### config.mk
export PLATFORM = sky130hd
export DESIGN_NAME = simon_seq_ctrl
export DESIGN_NICKNAME = d
export VERILOG_FILES = /design/src/rtl/simon_seq_ctrl.sv
export SDC_FILE = /design/constraint.sdc
export NUM_CORES = 1
export LEC_CHECK = 0
export BUFFER_PORTS_ARGS = -buffer_cell sky130_fd_sc_hd__buf_4
export CORE_AREA = 2 2 94 96
export DETAILED_ROUTE_END_ITERATION = 8
export DIE_AREA = 0 0 96 98
export HOLD_SLACK_MARGIN = 0.02
export PLACE_DENSITY = 0.72
export SLEW_MARGIN = 20
export SYNTH_ARGS = -nofsm -noshare
export SYNTH_HDL_FRONTEND = slang
export SYNTH_SLANG_ARGS = --single-unit
export TNS_END_PERCENT = 1
### constraint.sdc
create_clock -name clock -period 6.07 [get_ports clock]
set_input_delay 1.214 -clock clock [delete_from_list [all_inputs] [get_ports clock]]
set_output_delay 1.214 -clock clock [all_outputs]
set_load 0.005 [all_outputs]
### src/rtl/simon_seq_ctrl.sv
// simon_seq_ctrl -- round controller for the Simon Says game.
//
// Each round appends one random 2-bit arrow to the stored sequence, plays
// the whole sequence on the display (SHOW_CYCLES on, GAP_CYCLES blank per
// arrow), then checks the player's presses against the stored arrows.
// Direction encoding: 0 = up, 1 = right, 2 = down, 3 = left.
//
// Optional build macro: SIMON_INPUT_TIMEOUT_EN
//   defined   -> INPUT fails after TIMEOUT_CYCLES cycles without a press
//   undefined -> INPUT waits indefinitely (TIMEOUT_CYCLES only sizes the timer)
//
// Ports:
//   clock        in   system clock, rising edge
//   reset        in   synchronous active-high reset
//   start        in   pulse: begin / restart a game (IDLE, FAIL, WIN only)
//   rand_dir     in   random direction, sampled in ADD
//   btn_valid    in   pulse: one debounced press
//   btn_dir      in   direction of the press
//   show_valid   out  arrow display active
//   show_dir     out  displayed arrow, 0 when show_valid = 0
//   input_ready  out  controller is accepting presses
//   round        out  current sequence length
//   fail         out  game over (held until start / reset)
//   win          out  game won (held until start / reset)
//   state_dbg    out  current FSM state encoding
//
// Press handshake: a press is consumed on a rising edge where
// btn_valid = 1 and input_ready = 1; btn_valid while input_ready = 0 is
// dropped without effect. There is no back-pressure toward the debouncer.
module simon_seq_ctrl #(
    parameter int MAX_LEN        = 16,
    parameter int SHOW_CYCLES    = 25000000,
    parameter int GAP_CYCLES     = 12500000,
    parameter int TIMEOUT_CYCLES = 250000000
) (
    input  logic                           clock,
    input  logic                           reset,
    input  logic                           start,
    input  logic [1:0]                     rand_dir,
    input  logic                           btn_valid,
    input  logic [1:0]                     btn_dir,
    output logic                           show_valid,
    output logic [1:0]                     show_dir,
    output logic                           input_ready,
    output logic [$clog2(MAX_LEN+1)-1:0]   round,
    output logic                           fail,
    output logic                           win,
    output logic [2:0]                     state_dbg
);

    localparam int LW   = $clog2(MAX_LEN + 1);
    localparam int AW   = $clog2(MAX_LEN);
    localparam int T1   = (SHOW_CYCLES > GAP_CYCLES) ? SHOW_CYCLES : GAP_CYCLES;
    localparam int TMAX = (T1 > TIMEOUT_CYCLES) ? T1 : TIMEOUT_CYCLES;
    localparam int TW   = (TMAX > 1) ? $clog2(TMAX) : 1;

    localparam logic [LW-1:0] LEN_ONE   = LW'(1);
    localparam logic [LW-1:0] LEN_MAX   = LW'(MAX_LEN);
    localparam logic [TW-1:0] T_ONE     = TW'(1);
    localparam logic [TW-1:0] SHOW_LAST = TW'(SHOW_CYCLES - 1);
    localparam logic [TW-1:0] GAP_LAST  = TW'(GAP_CYCLES - 1);
`ifdef SIMON_INPUT_TIMEOUT_EN
    localparam logic [TW-1:0] TO_LAST   = TW'(TIMEOUT_CYCLES - 1);
`endif

    typedef enum logic [2:0] {
        S_IDLE  = 3'd0,
        S_ADD   = 3'd1,
        S_SHOW  = 3'd2,
        S_GAP   = 3'd3,
        S_INPUT = 3'd4,
        S_FAIL  = 3'd5,
        S_WIN   = 3'd6
    } state_t;

    state_t          state, state_nxt;
    logic [LW-1:0]   length, play_idx, in_idx;
    logic [TW-1:0]   timer;
    logic [1:0]      mem [0:(1<<AW)-1];

    logic [LW-1:0]   last_idx;
    logic            show_done, gap_done, last_play, last_in;
    logic            btn_match, timeout_hit;

    assign last_idx  = length - LEN_ONE;
    assign show_done = (timer == SHOW_LAST);
    assign gap_done  = (timer == GAP_LAST);
    assign last_play = (play_idx == last_idx);
    assign last_in   = (in_idx == last_idx);
    assign btn_match = (btn_dir == mem[in_idx[AW-1:0]]);

`ifdef SIMON_INPUT_TIMEOUT_EN
    assign timeout_hit = (timer == TO_LAST);
`else
    assign timeout_hit = 1'b0;
`endif

    // State register
    always_ff @(posedge clock) begin
        if (reset) state <= S_IDLE;
        else       state <= state_nxt;
    end

    // Next-state logic; a press in the timeout cycle is judged first
    always_comb begin
        state_nxt = state;
        case (state)
            S_IDLE:  if (start) state_nxt = S_ADD;
            S_ADD:   state_nxt = S_SHOW;
            S_SHOW:  if (show_done) state_nxt = S_GAP;
            S_GAP:   if (gap_done) state_nxt = last_play ? S_INPUT : S_SHOW;
            S_INPUT: begin
                if (btn_valid) begin
                    if (!btn_match)   state_nxt = S_FAIL;
                    else if (last_in) state_nxt = (length == LEN_MAX) ? S_WIN : S_ADD;
                end else if (timeout_hit) begin
                    state_nxt = S_FAIL;
                end
            end
            S_FAIL:  if (start) state_nxt = S_ADD;
            S_WIN:   if (start) state_nxt = S_ADD;
            default: state_nxt = S_IDLE;
        endcase
    end

    // Counters and sequence length
    always_ff @(posedge clock) begin
        if (reset) begin
            length   <= '0;
            play_idx <= '0;
            in_idx   <= '0;
            timer    <= '0;
        end else begin
            case (state)
                S_IDLE, S_FAIL, S_WIN: if (start) length <= '0;
                S_ADD: begin
                    length   <= length + LEN_ONE;
                    play_idx <= '0;
                    timer    <= '0;
                end
                S_SHOW: timer <= show_done ? '0 : timer + T_ONE;
                S_GAP: begin
                    if (gap_done) begin
                        timer <= '0;
                        if (last_play) in_idx   <= '0;
                        else           play_idx <= play_idx + LEN_ONE;
                    end else begin
                        timer <= timer + T_ONE;
                    end
                end
                S_INPUT: begin
                    if (btn_valid && btn_match && !last_in) in_idx <= in_idx + LEN_ONE;
`ifdef SIMON_INPUT_TIMEOUT_EN
                    if (btn_valid && btn_match) timer <= '0;
                    else if (!timeout_hit)      timer <= timer + T_ONE;
`endif
                end
                default: ;
            endcase
        end
    end

    // Sequence storage: contents are don't-care after reset
    always_ff @(posedge clock) begin
        if (!reset && state == S_ADD) mem[length[AW-1:0]] <= rand_dir;
    end

    // Outputs decoded from state
    always_comb begin
        show_valid  = (state == S_SHOW);
        show_dir    = 2'b00;
        if (state == S_SHOW) show_dir = mem[play_idx[AW-1:0]];
        input_ready = (state == S_INPUT);
        fail        = (state == S_FAIL);
        win         = (state == S_WIN);
        round       = length;
        state_dbg   = state;
    end

endmodule

# [Word-level counts from Yosys, hierarchy flattened]
# Memories as Yosys holds them, arrays and structs flattened. A register that Yosys moved wholly into a read port is not among the register bits.
# Cells that the tools add are included.
[op_classes] add_sub_neg=5 eq_ne=20 mux=28 reduce_logical=15
[op_table] operator="$pmux 28 s3" count=1
[op_table] operator="$mux 28" count=2
[op_table] operator="$mux 5" count=6
[op_table] operator="$pmux 5 s2" count=3
[op_table] operator="$add 28x1->28 const B" count=1
[op_table] operator="$eq 28x24->1 const B" count=1
[op_table] operator="$eq 28x25->1 const B" count=1
[op_table] operator="$mux 3" count=8
[op_table] operator="$mux 4" count=4
[op_table] operator="$add 5x1->5 const B" count=3
[op_table] operator="$pmux 3 s5" count=1
[op_table] operator="$eq 5x5->1" count=2
[op_table] operator="$eq 3x3->1 const B" count=3
[op_table] operator="$ne 2x2->1 const B" count=4
[op_table] operator="$eq 3x2->1 const B" count=2
[op_table] operator="$ne 2x1->1 const B" count=3
[op_table] operator="$reduce_bool 2->1" count=3
[op_table] operator="$eq 5x5->1 const B" count=1
[op_table] operator="$reduce_and 5->1" count=1
[op_table] operator="$sub 5x1->5 const B" count=1
[op_table] operator="$reduce_and 4->1" count=1
[op_table] operator="$eq 3x1->1 const B" count=1
[op_table] operator="$logic_and 1x1->1" count=3
[op_table] operator="$logic_not 3->1" count=1
[op_table] operator="9 further kinds" count=11
[totals] reg_bits=46 mem_bits_rw=32 inputBits=8 output_inout_bits=14 elab_cells=74 memories=1
[memory_table] memory="mem" depth=16 word_bits=2 read_ports=2 rd_ports_with_merged_regs=2 wr=1 line="79" text="logic [1:0] mem [0:(1<<AW)-1];"

# [Longest topological paths before layout]
# Gate-level depths: netlist of the first run.
[logic_depth] word_depth=8 ltp_mapped=10 mapped_depth_nobuf=9

# [Least setup slack after synthesis of the first run]
# OpenSTA, ideal clock, no wires.
[synth_path] path_kind="reg-to-output" startpoint="register (tool-made name)" endpoint="output port show_dir[0]" arrival_time_ns=1.858 required_time_ns=4.856 slack_ns=2.998 path_stages_with_launch=5 n_path_buf=1 path_cell_list="dfxtp_1 > clkbuf_1 > mux4_2 > mux4_2 > nor2b_1"
[synth_lines] element="to (decl)" line="43" text="output logic [1:0] show_dir,"

==> flow_summary.yaml, run 1 <==
global_routing:
  grt_max_degree: 29
  overflow: 0
  antenna_found_initial: 0
  grt_first_pass_wirelength_um: 16100
  grt_pass1_vias: 3242
  global_route.usage.total: 0.222
synth:
  synth_cell_type_count: 64
  gate_count_post_synth: 432
  syn_avg_cell_area_um2: 10.5
  ys_dominant_reg_cell: "dfxtp_1"
  yosysWarnings: 0
  synth_top_area_share: 0.239
  sequential_fraction_of_the_synthesis_area: 0.451
  synthesis.nets: 447
  most_used_standard_cells_in_the_synthesized_netlist: "dfxtp_1 (54), nor2_1 (54), edfxtp_1 (32)"
  synth_edf_count: 32
  yosys.area.top_type: "dfxtp_1"
  synth_seq_cells: 86
  async_flop_share: 0
  syn_area_mm2: 0.00453
  yosys-top-cells-area: "dfxtp_1 (24%), edfxtp_1 (21%), mux4_2 (7.0%)"
critical_path:
  timing.critical_path.from_type: "flip-flop"
  criticalPathCategory: "reg -> out"
  timing.critical_path.required_ns: 4.86
  endpoint_of_the_lowest_slack_register_to_register_path: "in_idx[2]$_SDFFE_PP0P_"
  worst_r2r_path_depth: 7
  wp_data_arrival_ns: 2.34
  worstPathMaxFanout: 8
  setup.worst_path.end_class: "output port"
  worst-r2r-setup-slack_ns: 3.18
power_and_ir_drop:
  total_switching_power_uw: 451
  max-vdd-ir-drop_mv: 0.205
  power_frac_clock: 0.287
  combinational_power_share: 0.233
  power.density_mw_per_mm2: 283
  power.static_leakage_nw: 1.63
  power.switching_fraction: 0.326
  seq_power_share: 0.480
  cellInternalPower_uw: 930
hold_path:
  timing.hold.worst.start: "timer[1]$_SDFFE_PP0P_"
  endpoint_of_the_worst_hold_path: "timer[1]$_SDFFE_PP0P_"
  min-delay-path-class: "reg -> reg"
  timing.hold.worst_path_depth: 2
route:
  drt-total-wl_um: 9650
  viasPerCell: 5.94
  drt_iter0_markers: 187
  remaining_drc_errors: 0
  detail_route.wl_per_cell_um: 17.4
  route.antenna.remaining_nets: 0
  num_vias: 3296
  drt-pass1-iter-count: 4
clocking:
  clk_pin_slew_worst_paths_ns: 0.09
  tritoncts: "done"
  numClockSinks: 86
  post_cts.repair.setup_buffers: 0
  cts_max_path_buffers: 2
  cts_repair_resize_count: 0
  cts_root_buf: "clkbuf_8"
  postCtsHoldBufs: 0
  cts-htree-levels: 3
  numCtsBuffers: 9
  clock_insertion_delay_worst_skew_ns: 0.36
place:
  dpl_ws_ns: 2.91
  gp_congestion: 0.853
  placed_cells_incl_taps: 539
  port_buffers: 21
  dp_hpwl_um: 7040
timing:
  timing.clock.skew_ns: 0.00721
  worstMarginPinSlew_ns: 0.788
  final.setup.tns_ns: 0
  timing.final.hold_violations: 0
  setup_viol_count_final: 0
  final_max_slew_viol_count: 0
  fraction_of_the_cycle_the_final_worst_path_needs: 0.585
  timing.slew.headroom: 0.474
  max_freq_mhz: 282
  period_needed_ns: 3.55
  grt_setup_unrepaired: "false"
  postLayoutSetupSlackWorst_ns: 2.52
layout:
  multi_input_comb_area_mm2: 0.00231
  synthToLayoutAreaGrowth_pct: 7.82
  finish.cell_count_without_fillers: 555
  ff_latch_area_mm2: 0.00204
  layout.nets: 457
  n_fill_cell: 738
  antenna-diode-count: 0
  fraction_of_layout_cells_with_a_size_suffix_above_1: 0.150
floorplanning:
  die_area_mm2: 0.00941
  core_outline_area_mm2: 0.00847
  dieHeight_um: 98
  floorplan.rows: 34
  design.portCount: 22
  die-width_um: 96
  starting_density_of_the_core: 0.535
job:
  cap_viol_max_count: 0
status:
  outcome: "finished clean"
final cells by class:
class,instances,share of cell area
clock buffers,10,0.0305
clock inverters,6,0.0105
inverters,8,0.00615
multi-input cells,316,0.474
flip-flops and latches,86,0.418
well taps,108,0.0277
repair buffers,21,0.0323
layer usage:
| layer | GRT usage | vias to the layer above | part of all wire |
|---|---|---|---|
| met5 | 0 | - | 0 |
| met4 | 0.0802 | 0 | 0.026 |
| met3 | 0.0563 | 17 | 0.049 |
| met2 | 0.343 | 71 | 0.47 |
| met1 | 0.303 | 1599 | 0.45 |
| li1 | - | 1609 | - |
placed cells by master, fill, tap and decap left out, types with 16 or more instances in the layout:
master,count
nor2_1,54
dfxtp_1,54
edfxtp_1,32
nand2_1,31
xor2_1,23
buf_4,21
xnor2_1,18
nor3_1,16
state kept, by name, indices dropped and copies added, names as in the netlist, named ones only:
name / cells
timer: 28
in_idx: 5
play_idx: 5
mem: 32
state_dbg: 3
round: 5
cells by family after synthesis:
family / count (synthesis) / share of synthesized area
compound gates: 52 / 0.0821
simple gates: 187 / 0.219
flops: 86 / 0.451
xor+xnor: 43 / 0.0893
buf+inv: 30 / 0.0373
fa+ha+maj: 7 / 0.0194
mux: 27 / 0.102
metrics by stage:
stage | area (um^2) | power (mW) | utilization | hold slack, ns
2_1_floorplan | 4530 | 0.906 | - | 0.449
3_3_place_gp | 4680 | 0.991 | 0.553 | 0.458
3_5_place_dp | 4680 | 0.996 | 0.553 | 0.469
4_1_cts | 4880 | 1.39 | 0.576 | 0.480
5_1_grt | 4880 | 1.45 | 0.576 | 0.515
6_report | 4880 | 1.38 | 0.576 | 0.478
critical path, stage by stage (launching register included):
cell	delay [ns]
dfxtp_1	0.64
mux4_2	0.58
mux4_2	0.48
nor2b_1	0.14
buf_4	0.14
power groups by stage:
| stage | combinational [mW] | clock (mW) | sequential (mW) |
|---|---|---|---|
| after floorplan | 0.256 | 0 | 0.650 |
| after global placement | 0.316 | 0 | 0.675 |
| after detailed placement | 0.320 | 0 | 0.676 |
| after CTS | 0.323 | 0.405 | 0.662 |
| after global routing | 0.360 | 0.424 | 0.670 |
| final | 0.322 | 0.396 | 0.663 |
how the worst max path moves through the flow:
| stage | start | to | slack, ns | depth (start not counted) |
|---|---|---|---|---|
| CTS | flip-flop | show_dir[0] | 2.49 | 4 |
| detailed placement | flip-flop | show_dir[0] | 2.91 | 4 |
| finish | flip-flop | show_dir[0] | 2.52 | 4 |
| floorplan | flip-flop | show_dir[0] | 3.00 | 4 |
| global placement | flip-flop | show_dir[1] | 2.97 | 4 |
| global route | flip-flop | show_dir[0] | 2.38 | 4 |
No activity file was read; power rests on OpenSTA's default activity.
==> run 2: changes to the inputs <==
Settings changed: PLACE_DENSITY 0.72 to 0.74.
Clock period 6.07 ns to 2.99 ns, I/O delays scaled along.
==> flow_summary.yaml, run 2 (synthesis gave the netlist of run 1 again) <==
timing:
  final_max_slew_viol_count: 0
  grt_setup_unrepaired: "false"
  timing.clock.skew_ns: 0.0189
  max_freq_mhz: 363
  timing.slew.headroom: 0.606
  postLayoutSetupSlackWorst_ns: 0.238
  period_needed_ns: 2.75
  setup_viol_count_final: 0
  worstMarginPinSlew_ns: 0.588
  timing.final.hold_violations: 0
  fraction_of_the_cycle_the_final_worst_path_needs: 0.920
  final.setup.tns_ns: 0
layout:
  multi_input_comb_area_mm2: 0.00231
  antenna-diode-count: 0
  finish.cell_count_without_fillers: 562
  n_fill_cell: 690
  mostFrequentLayoutCell: "nor2_1"
  fraction_of_layout_cells_with_a_size_suffix_above_1: 0.165
  layout.nets: 464
  synthToLayoutAreaGrowth_pct: 8.99
  most-common-layout-cells: "nor2_1 (54), dfxtp_1 (53), edfxtp_1 (32)"
  ff_latch_area_mm2: 0.00204
  fin_util: 0.583
  largest_reg_flops: 32
global_routing:
  grt_pass1_vias: 3220
  grt_max_degree: 29
  grt_first_pass_wirelength_um: 15700
  antenna_found_initial: 0
  overflow: 0
  global_route.usage.total: 0.215
power_and_ir_drop:
  cellInternalPower_mw: 1.96
  max-vdd-ir-drop_mv: 0.418
  power.static_leakage_nw: 1.68
  power_frac_clock: 0.286
  seq_power_share: 0.449
  power.density_mw_per_mm2: 585
  total_switching_power_uw: 928
  power.switching_fraction: 0.322
  combinational_power_share: 0.265
critical_path:
  timing.critical_path.from_type: "flip-flop"
  setup.worst_path.end_class: "flip-flop"
  timing.critical_path.required_ns: 3.28
  worstPathMaxFanout: 12
  worst_r2r_path_depth: 7
  wp_data_arrival_ns: 3.04
  worst-r2r-setup-slack_ns: 0.24
  criticalPathCategory: "reg -> reg"
clocking:
  cts-htree-levels: 3
  cts_root_buf: "clkbuf_8"
  clk_pin_slew_worst_paths_ns: 0.10
  cts_max_path_buffers: 2
  clock_insertion_delay_worst_skew_ns: 0.36
  numCtsBuffers: 9
  tritoncts: "done"
  numClockSinks: 86
route:
  num_vias: 3371
  route.met3.wl_um: 474
  drt_iter0_markers: 200
  top_layer: "met4"
  drt-pass1-iter-count: 5
  wirelength_met1_um: 4290
  remaining_drc_errors: 0
  drt-total-wl_um: 9550
  detailroute.wirelength.met2_um: 4520
  route.antenna.remaining_nets: 0
  detail_route.wl_per_cell_um: 17.0
  viasPerCell: 6.00
floorplanning:
  design.portCount: 22
  die-width_um: 96
  floorplan.rows: 34
  starting_density_of_the_core: 0.535
  core_outline_area_mm2: 0.00847
  die_area_mm2: 0.00941
  dieHeight_um: 98
status:
  outcome: "finished clean"
place:
  placed_cells_incl_taps: 546
  dp_hpwl_um: 6980
  port_buffers: 21
  gp_congestion: 0.879
  dpl_ws_ns: 0.296
hold_path:
  timing.hold.worst.start: "timer[1]$_SDFFE_PP0P_"
  timing.hold.worst_path_depth: 2
  endpoint_of_the_worst_hold_path: "timer[1]$_SDFFE_PP0P_"
  min-delay-path-class: "reg -> reg"
job:
  cap_viol_max_count: 0
[run 2: cell count changes in the layout (fill, tap and decap cells not counted), sizes merged]
cell / before / now
bufinv: 0 / 1
inv: 10 / 8
clkinv: 3 / 6
buf: 21 / 28
clkinvlp: 1 / 0
clkbuf: 10 / 9
[run 2: power by group through the flow]
stage / Sequential [mW] / Combinational [mW] / Clock, mW
finish: 1.29 / 0.765 / 0.824
global route: 1.30 / 0.844 / 0.884
CTS: 1.29 / 0.763 / 0.835
detailed placement: 1.32 / 0.759 / 0
global placement: 1.32 / 0.746 / 0
floorplan: 1.32 / 0.520 / 0
[run 2: critical path: stages (launching register included)]
cell,delay (ns)
dfxtp_1,0.68
mux4_2,0.57
mux2i_1,0.18
xor2_1,0.17
and3_4,0.24
o211ai_2,0.21
or3b_1,0.46
a31oi_1,0.16
[run 2: stage by stage]
| step | total power, mW | hold WS [ns] | cell area (um^2) |
|---|---|---|---|
| 2_1_floorplan | 1.84 | 0.449 | 4530 |
| 3_3_place_gp | 2.06 | 0.458 | 4730 |
| 3_5_place_dp | 2.08 | 0.471 | 4730 |
| 4_1_cts | 2.89 | 0.482 | 4930 |
| 5_1_grt | 3.03 | 0.508 | 4930 |
| 6_report | 2.88 | 0.479 | 4930 |
[run 2: layer usage]
metal | vias up | GRT usage
met1 | 1636 | 0.296
met4 | 0 | 0.0912
li1 | 1612 | -
met2 | 100 | 0.332
met5 | - | 0
met3 | 23 | 0.0386
[run 2: worst max-delay path by stage]
stage	end	slack [ns]	cells after the start
CTS	show_dir[1]	0.05	4
floorplan	show_dir[1]	0.53	4
finish	flip-flop	0.24	7
global route	state_dbg[1]$_SDFFE_PP0P_	0.0000007	7
global placement	flip-flop	0.39	7
detailed placement	in_idx[2]$_SDFFE_PP0P_	0.30	7
[run 2: cell type report]
class,instances,area share
inverters,8,0.00609
flip-flops and latches,86,0.414
multi-input cells,316,0.469
well taps,108,0.0274
clock inverters,7,0.0152
repair buffers,28,0.0426
clock buffers,9,0.0251
[run 2: repair_timing]
action | in CTS | in global routing
gates resized for setup | 0 | 1
hold buffers | 0 | 0
endpoints found under the setup margin | 0 | 2
buffers inserted | 0 | 0
==> run 3: changes to the inputs <==
Clock period 2.99 ns to 2.38 ns, I/O delays scaled along.
==> flow_summary.yaml, run 3 (synthesis gave the netlist of run 1 again) <==
route:
  drt_iter0_markers: 198
  num_vias: 3408
  viasPerCell: 5.71
  drt-pass1-iter-count: 4
  detail_route.wl_per_cell_um: 16.2
  drt-total-wl_um: 9680
  remaining_drc_errors: 0
  route.antenna.remaining_nets: 0
clocking:
  cts_root_buf: "clkbuf_8"
  numClockSinks: 86
  cts_max_path_buffers: 2
  clk_pin_slew_worst_paths_ns: 0.09
  clock_insertion_delay_worst_skew_ns: 0.36
  post_cts.repair.setup_buffers: 0
  tritoncts: "done"
  numCtsBuffers: 9
  cts-htree-levels: 3
floorplanning:
  die_area_mm2: 0.00941
  core_outline_area_mm2: 0.00847
  starting_density_of_the_core: 0.535
  die-width_um: 96
  design.portCount: 22
  dieHeight_um: 98
  floorplan.rows: 34
global_routing:
  global_route.usage.total: 0.217
  grt_pass1_vias: 3248
  overflow: 0
  antenna_found_initial: 0
  grt_first_pass_wirelength_um: 15800
  grt_max_degree: 29
critical_path:
  timing.critical_path.required_ns: 1.90
  timing.critical_path.from_type: "flip-flop"
  criticalPathCategory: "reg -> out"
  cell_by_cell_listing_of_the_critical_path: "buf_12 -> mux4_2 -> mux4_2 -> nor2b_4 -> buf_6"
  slowest_stage: "mux4_2"
  worst_r2r_path_depth: 8
  wp_data_arrival_ns: 2.07
  worstPathMaxFanout: 8
  setup.worst_path.end_class: "output port"
  critical-path-top-cell-by-count: "mux4_2"
  max_stage_delay_ns: 0.51
place:
  dpl_ws_ns: -0.114
  dpl_cell_area_mm2: 0.00502
  port_buffers: 21
  gp_congestion: 0.899
  dp_hpwl_um: 7330
  placed_cells_incl_taps: 581
timing:
  timing.final.hold_violations: 0
  worstMarginPinSlew_ns: 0.512
  grt_setup_unrepaired: "true"
  postLayoutSetupSlackWorst_ns: -0.167
  final.setup.tns_ns: -0.356
  timing.clock.skew_ns: 0.0114
  period_needed_ns: 2.55
  setup_viol_count_final: 3
  fraction_of_the_cycle_the_final_worst_path_needs: 1.07
  max_freq_mhz: 393
  final_max_slew_viol_count: 0
  timing.slew.headroom: 0.656
power_and_ir_drop:
  power.static_leakage_nw: 1.86
  max-vdd-ir-drop_mv: 0.635
  power.density_mw_per_mm2: 708
  power_mw: 3.73
layout:
  most-common-layout-cells: "buf_4 (59), nor2_1 (54), dfxtp_1 (50)"
  finish.cell_count_without_fillers: 597
  largest_reg_flops: 32
  fraction_of_layout_cells_with_a_size_suffix_above_1: 0.252
  stdcell_area_mm2: 0.00527
  synthToLayoutAreaGrowth_pct: 16.5
  antenna-diode-count: 0
  layout.nets: 499
  mostFrequentLayoutCell: "buf_4"
status:
  violations: "setup timing"
  outcome: "complete, but fails checks"
hold_path:
  min-delay-path-class: "in -> reg"
  timing.hold.worst_path_depth: 1
job:
  cap_viol_max_count: 0
## run 3: cell type report
class	count	area (um^2)
inverters	8	30.0
repair buffers	63	505
flip-flops and latches	86	2050
fillers	691	3190
multi-input cells	316	2370
well taps	108	135
clock buffers	9	124
clock inverters	7	57.6
## run 3: final timing paths
check	startpoint	to	slack (ns)
worst max register to register	flip-flop	flip-flop	-0.02
worst min-delay path	rand_dir[1]	mem[0][1]$_DFFE_PP_	0.43
worst min register to register	timer[1]$_SDFFE_PP0P_	timer[1]$_SDFFE_PP0P_	0.49
worst max-delay path	flip-flop	show_dir[0]	-0.17
## run 3: per-layer routing
metal	wire, um	vias up	share of wire	GRT usage
li1	-	1684	-	-
met3	298	10	0.031	0.0363
met4	124	0	0.013	0.0692
met5	0	-	0	0
met2	4740	58	0.49	0.346
met1	4520	1656	0.47	0.300
## run 3: through the flow
step / hold WS (ns) / utilization
6_report: 0.433 / 0.623
5_1_grt: 0.419 / 0.623
4_1_cts: 0.415 / 0.617
3_5_place_dp: 0.481 / 0.593
3_3_place_gp: 0.458 / 0.593
2_1_floorplan: 0.449 / -
## run 3: power by group
part           internal [mW]  total [mW]  leakage [nW]  switching (mW)
sequential              1.57        1.61         0.726          0.0320
clock                  0.391       0.934        0.0903           0.543
combinational          0.542        1.19          1.05           0.650
total                   2.51        3.73          1.86            1.22
## run 3: worst max-delay path, delay by kind of cell (launching register included)
kind	cells	cell delay [ns]
mux	2	0.98
simple gates	1	0.14
flops	1	0.35
buf+inv	2	0.24
## run 3: what timing repair did
action	4_1_cts	5_1_grt
resized for setup	7	13
hold buffers	0	0
pin swaps	3	6
gates cloned	0	0
setup endpoints to repair	9	44
